## src/rtl/timer_ctrl_8b.sv

```systemverilog
// Programmable 8-bit timer: prescaled up-counter with terminal-count compare,
// start/pause/stop control, one-shot or periodic reload and a one-cycle done pulse.
`timescale 1ns/1ps
module timer_ctrl_8b #(
  parameter int PRESCALE_W = 8
) (
  input  logic                  clk,
  input  logic                  reset,
  input  logic                  start_i,
  input  logic                  pause_i,
  input  logic                  stop_i,
  input  logic                  periodic_i,
  input  logic [7:0]            term_i,
  input  logic [PRESCALE_W-1:0] prescale_i,
  output logic [7:0]            count_o,
  output logic                  busy_o,
  output logic                  paused_o,
  output logic                  done_o
);

  typedef enum logic [1:0] {
    IDLE   = 2'd0,
    RUN    = 2'd1,
    PAUSED = 2'd2
  } state_t;

  state_t                  state_q;
  logic [7:0]              term_q;
  logic [PRESCALE_W-1:0]   psc_q;
  logic                    per_q;
  logic [PRESCALE_W-1:0]   psc_cnt_q;
  logic [7:0]              count_q;
  logic                    busy_q;
  logic                    paused_q;
  logic                    done_q;
  logic                    en;

  assign en = (state_q == RUN) && (psc_cnt_q == psc_q);

  // Priority within a cycle: reset, stop, pause, start, then the tick.
  always_ff @(posedge clk) begin
    if (!reset) begin
      state_q   <= IDLE;
      term_q    <= '0;
      psc_q     <= '0;
      per_q     <= 1'b0;
      psc_cnt_q <= '0;
      count_q   <= '0;
      busy_q    <= 1'b0;
      paused_q  <= 1'b0;
      done_q    <= 1'b0;
    end else begin
      done_q <= 1'b0;
      if (stop_i) begin
        state_q   <= IDLE;
        psc_cnt_q <= '0;
        count_q   <= '0;
        busy_q    <= 1'b0;
        paused_q  <= 1'b0;
      end else begin
        unique case (state_q)
          IDLE: begin
            if (start_i) begin
              term_q    <= term_i;
              psc_q     <= prescale_i;
              per_q     <= periodic_i;
              psc_cnt_q <= '0;
              count_q   <= '0;
              state_q   <= RUN;
              busy_q    <= 1'b1;
              paused_q  <= 1'b0;
            end
          end
          RUN: begin
            if (pause_i) begin
              state_q  <= PAUSED;
              paused_q <= 1'b1;
            end else if (en) begin
              psc_cnt_q <= '0;
              if (count_q == term_q) begin
                done_q <= 1'b1;
                // One-shot parks in IDLE with the final count still visible.
                if (per_q) begin
                  count_q <= '0;
                end else begin
                  state_q <= IDLE;
                  busy_q  <= 1'b0;
                end
              end else begin
                count_q <= count_q + 8'd1;
              end
            end else begin
              psc_cnt_q <= psc_cnt_q + {{(PRESCALE_W-1){1'b0}}, 1'b1};
            end
          end
          PAUSED: begin
            if (start_i) begin
              state_q  <= RUN;
              paused_q <= 1'b0;
            end
          end
          default: begin
            state_q  <= IDLE;
            busy_q   <= 1'b0;
            paused_q <= 1'b0;
          end
        endcase
      end
    end
  end

  assign count_o  = count_q;
  assign busy_o   = busy_q;
  assign paused_o = paused_q;
  assign done_o   = done_q;

endmodule

```

## config.mk

```make
export PLATFORM = sky130hd
export DESIGN_NAME = timer_ctrl_8b
export DESIGN_NICKNAME = d
export VERILOG_FILES = /design/src/rtl/timer_ctrl_8b.sv
export SDC_FILE = /design/constraint.sdc
export NUM_CORES = 1
export LEC_CHECK = 0
export CORE_MARGIN = 5
export CORE_UTILIZATION = 55
export CTS_CLUSTER_DIAMETER = 40
export DETAILED_ROUTE_END_ITERATION = 10
export PLACE_DENSITY = 0.9
export SYNTH_ARGS = -nofsm -noshare
export SYNTH_HDL_FRONTEND = slang
export SYNTH_SLANG_ARGS = --single-unit
export TNS_END_PERCENT = 1
```

## constraint.sdc

```tcl
create_clock -name clk -period 3.4 [get_ports clk]
set_input_delay 0.68 -clock clk [delete_from_list [all_inputs] [get_ports clk]]
set_output_delay 0.68 -clock clk [all_outputs]
set_load 0.005 [all_outputs]
```

==> results.md <==
- The reported max-cap violation count is 0.
- The utilization of the core after routing is 68.6%.
- The final weighted congestion of routability-driven global placement is 0.799.
- The average wire length per cell after detail routing is 13.0 um.
- The count of buffers added on input and output ports is 32.
- The number of enable-type register cells in the synthesized netlist is 0.
- The final number of max-transition violations is 0.
- The post-route setup TNS is 0 ns.
- After detailed routing, the total wire length is 3.83 mm.
- Setup slack on the worst reg-to-reg path comes out at 1.35 ns.
- The signal arrival time at the worst endpoint is 2.61 ns.
- The master cell of the clock root buffer is sky130_fd_sc_hd__clkbuf_4.
- The sink count of the clock tree is 38.
- The analysis attributes to cell leakage a power of 0.860 nW.
- The number of hold buffers added after CTS is 0.
- The initial core utilization is 55.9%.
- The die covers 4630 sq um.
- The worst-skew pair later-pin latency is 0.34 ns.
- The worst setup skew after layout is 0.00489 ns.
- The peak clock frequency supported by timing is 415 MHz.
- The kind of launch point of the worst setup path is a primary input.
- The cell depth of the worst flop-to-flop path is 5.
- The first global-routing pass estimated 6.43 mm of wire.
- The final cycle utilization of the critical path is 70.9%.
- After the first detailed-routing iteration, the DRC count stood at 90.
- The critical path required time is 3.60 ns.
- A synthesized cell averages 8.65 sq um.
- The via count of the first global-routing pass is 1514.
- The layout overhead on the synthesized area is 22.6%.
- The TritonCTS clock tree is done.
- Gates resized during post-CTS repair numbered 0.
- The number of nets at the end of the flow is 273.
- The worst setup path is captured at a flop.
- The final critical delay including setup and external delays is 2.41 ns.
- The maximum clock path buffer count is 2.
- Leaving out fill and tap cells, the most frequent cells in the layout are sky130_fd_sc_hd__nand2_1, sky130_fd_sc_hd__dfxtp_1, sky130_fd_sc_hd__clkdlybuf4s50_1.
- After detailed routing, the number of remaining DRC violations is 0.
- The HPWL reported at the end of detailed placement is 2.95 mm.
- The number of buffers created by CTS is 5.
- The capture point of the worst path is count_o[6].
- The count of endpoints failing hold in the final timing report is 0.
- The destination of the worst register-to-register timing path is state_q[0].
- The number of antenna violations at the first check in global routing is 0.
- The critical setup path kind is primary input to flop.
- The number of antenna diodes in the final layout is 0.
- Power spread over the standard cell area amounts to 357 nW/um^2.
- The core footprint is 3310 sq um.
- After clock tree synthesis, the setup repair step added 0 buffers.
- The cell area that synthesis handed to floorplanning was 1850 sq um.
- The number of fillers in the final layout is 298.
- Setup repair after global routing left no endpoint under its margin.
- The remaining global-route overflow is 0.
- The floorplan step set the die height to 68.0 um.
- The depth of the CTS H-tree is 2.
- The fraction of the yosys area taken by sequential cells is 41.1%.
- Of the cells placed in the final design, the portion with a size suffix greater than 1 is 7.26%.
- For this design the top-level I/O count stands at 33.
- The worst supply voltage drop on vdd is 0.178 mV.
- The actual slew at the worst max-slew pin is 0.693 ns.
- The flow ran to the end, and the final reports show no timing, DRC or antenna violations.
- The clock transition at the registers of the reported paths is 0.10 ns.
- The number of warning messages in the yosys log is 0.
- For this run, asynchronously set or reset flops after synthesis account for 0%.
- Setup violations remaining at the end of the flow were counted as 0.
- The worst-case headroom to the max-slew limit is 53.4%.
- The tightest min-delay check is of the flop to flop type.
- The launch point of the critical path is start_i.
- Synthesis produced a netlist whose cell count is 214.
- The number of nets in the synthesized netlist is 238.
- The floorplan has 21 rows.
- The synthesized design contains 38 register bits.
- Measured along the x axis, the die boundary spans 68.0 um.
- Dividing the detail-routed via count by the number of cells gives 5.47.
- The first detailed-routing pass took 4 iterations.
- The overall routing resource usage is 18.7%.
- The most frequent standard cell in the layout excluding fill and tap cells is sky130_fd_sc_hd__nand2_1.
- The most instantiated flip-flop cell in the synthesis netlist is sky130_fd_sc_hd__dfxtp_1.
- The netlist uses 39 different library cells.
- The worst register-to-register path begins at count_o[6].
- Once detail routing completed, the nets flagged for antenna violations numbered 0.
- The final route contains 1608 vias.
- The largest net degree at the start of global routing is 20.
- The largest fanout on the critical path is 9.
-- final cells by class --
cell class                      instances  area, sq um  share of cell area [%]
Clock buffer                            6         51.3                    2.26
Inverter                                5         18.8                   0.826
Multi-Input combinational cell        165         1050                    46.1
Sequential cell                        38          761                    33.5
Tap cell                               46         57.6                    2.53
Timing Repair Buffer                   34          335                    14.8
-- through the flow --
| step | setup slack [ns] | instance area (sq um) | std cells | total power [mW] | hold slack, ns |
|---|---|---|---|---|---|
| floorplan | 1.47 | 1850 | 214 | 0.552 | 0.455 |
| global placement | 0.805 | 2220 | 288 | 0.597 | 0.463 |
| detailed placement | 0.700 | 2220 | 288 | 0.600 | 0.468 |
| CTS | 1.05 | 2270 | 294 | 0.816 | 0.481 |
| global route | 0.890 | 2270 | 294 | 0.856 | 0.516 |
| finish | 0.991 | 2270 | 294 | 0.811 | 0.478 |
-- sequential cells by signal, indices dropped and copies added, names as in the netlist --
| signal | cells |
|---|---|
| term_q | 8 |
| per_q | 1 |
| psc_q | 8 |
| psc_cnt_q | 8 |
| busy_o | 1 |
| count_o | 8 |
| state_q | 2 |
| paused_o | 1 |
| done_o | 1 |
-- cell usage after synthesis (all sizes together), types with 2 or more instances --
| library cell | count | share of area (%) |
|---|---|---|
| o22ai | 2 | 0.68 |
| nor3 | 4 | 1.4 |
| a21oi | 6 | 2.2 |
| xnor2 | 3 | 1.4 |
| clkbuf | 4 | 0.81 |
| o21ai | 6 | 1.6 |
| nand2b | 4 | 1.4 |
| dfxtp | 38 | 41 |
| or3 | 2 | 0.68 |
| ha | 2 | 1.4 |
| nand2 | 47 | 9.5 |
| nand3 | 7 | 2.2 |
| nor2 | 12 | 2.4 |
| a21o | 2 | 0.81 |
| nor2b | 2 | 0.68 |
| nor4 | 6 | 3.6 |
| a21boi | 19 | 7.7 |
| mux2i | 2 | 1.1 |
| a31oi | 5 | 1.7 |
| inv | 5 | 1.0 |
| buf | 2 | 0.54 |
| nand4 | 3 | 1.0 |
| xor2 | 20 | 9.5 |
-- kinds of logic after synthesis --
group                      after synthesis  share of synthesized area, %
AOI/OAI and AO/OA                       47                          18.4
adders and majority gates                2                          1.35
DFF                                     38                          41.1
muxes                                    2                          1.08
and+or+nand+nor                         91                          24.9
buffers and inverters                   11                          2.36
xor gates and xnor gates                23                          10.9
-- critical path, cell delays in order --
cell                              delay, ns
sky130_fd_sc_hd__clkdlybuf4s50_1       0.51
sky130_fd_sc_hd__nand2b_1              0.21
sky130_fd_sc_hd__a21oi_4               0.32
sky130_fd_sc_hd__nand3_2               0.17
sky130_fd_sc_hd__o21ai_1               0.54
sky130_fd_sc_hd__a31oi_1               0.18
-- metal layers --
| layer | global-route usage (%) | part of all wire [%] | up-vias |
|---|---|---|---|
| met5 | 0 | 0 | - |
| met4 | 10.2 | 2.3 | 0 |
| met3 | 5.75 | 7.6 | 10 |
| met2 | 28.5 | 46 | 62 |
| met1 | 23.4 | 44 | 724 |
| li1 | - | - | 812 |
-- power by group --
part / total [mW] / switching (mW) / internal [mW] / leakage [nW]
clock network: 0.221 / 0.128 / 0.0931 / 0.0302
registers: 0.470 / 0.0118 / 0.458 / 0.308
logic: 0.120 / 0.0604 / 0.0600 / 0.522
total: 0.811 / 0.200 / 0.611 / 0.860
-- worst min path at each step --
stage,cells after the start,startpoint,endpoint,slack [ns]
after floorplan,2,psc_q[2],psc_q[2],0.46
after global placement,2,psc_q[7],psc_q[7],0.46
after detailed placement,2,psc_q[1],psc_q[1],0.47
after CTS,2,psc_q[1],psc_q[1],0.48
after global routing,2,paused_o,paused_o,0.52
final,2,psc_q[1],psc_q[1],0.48
Power figures use the tool's default switching activity.
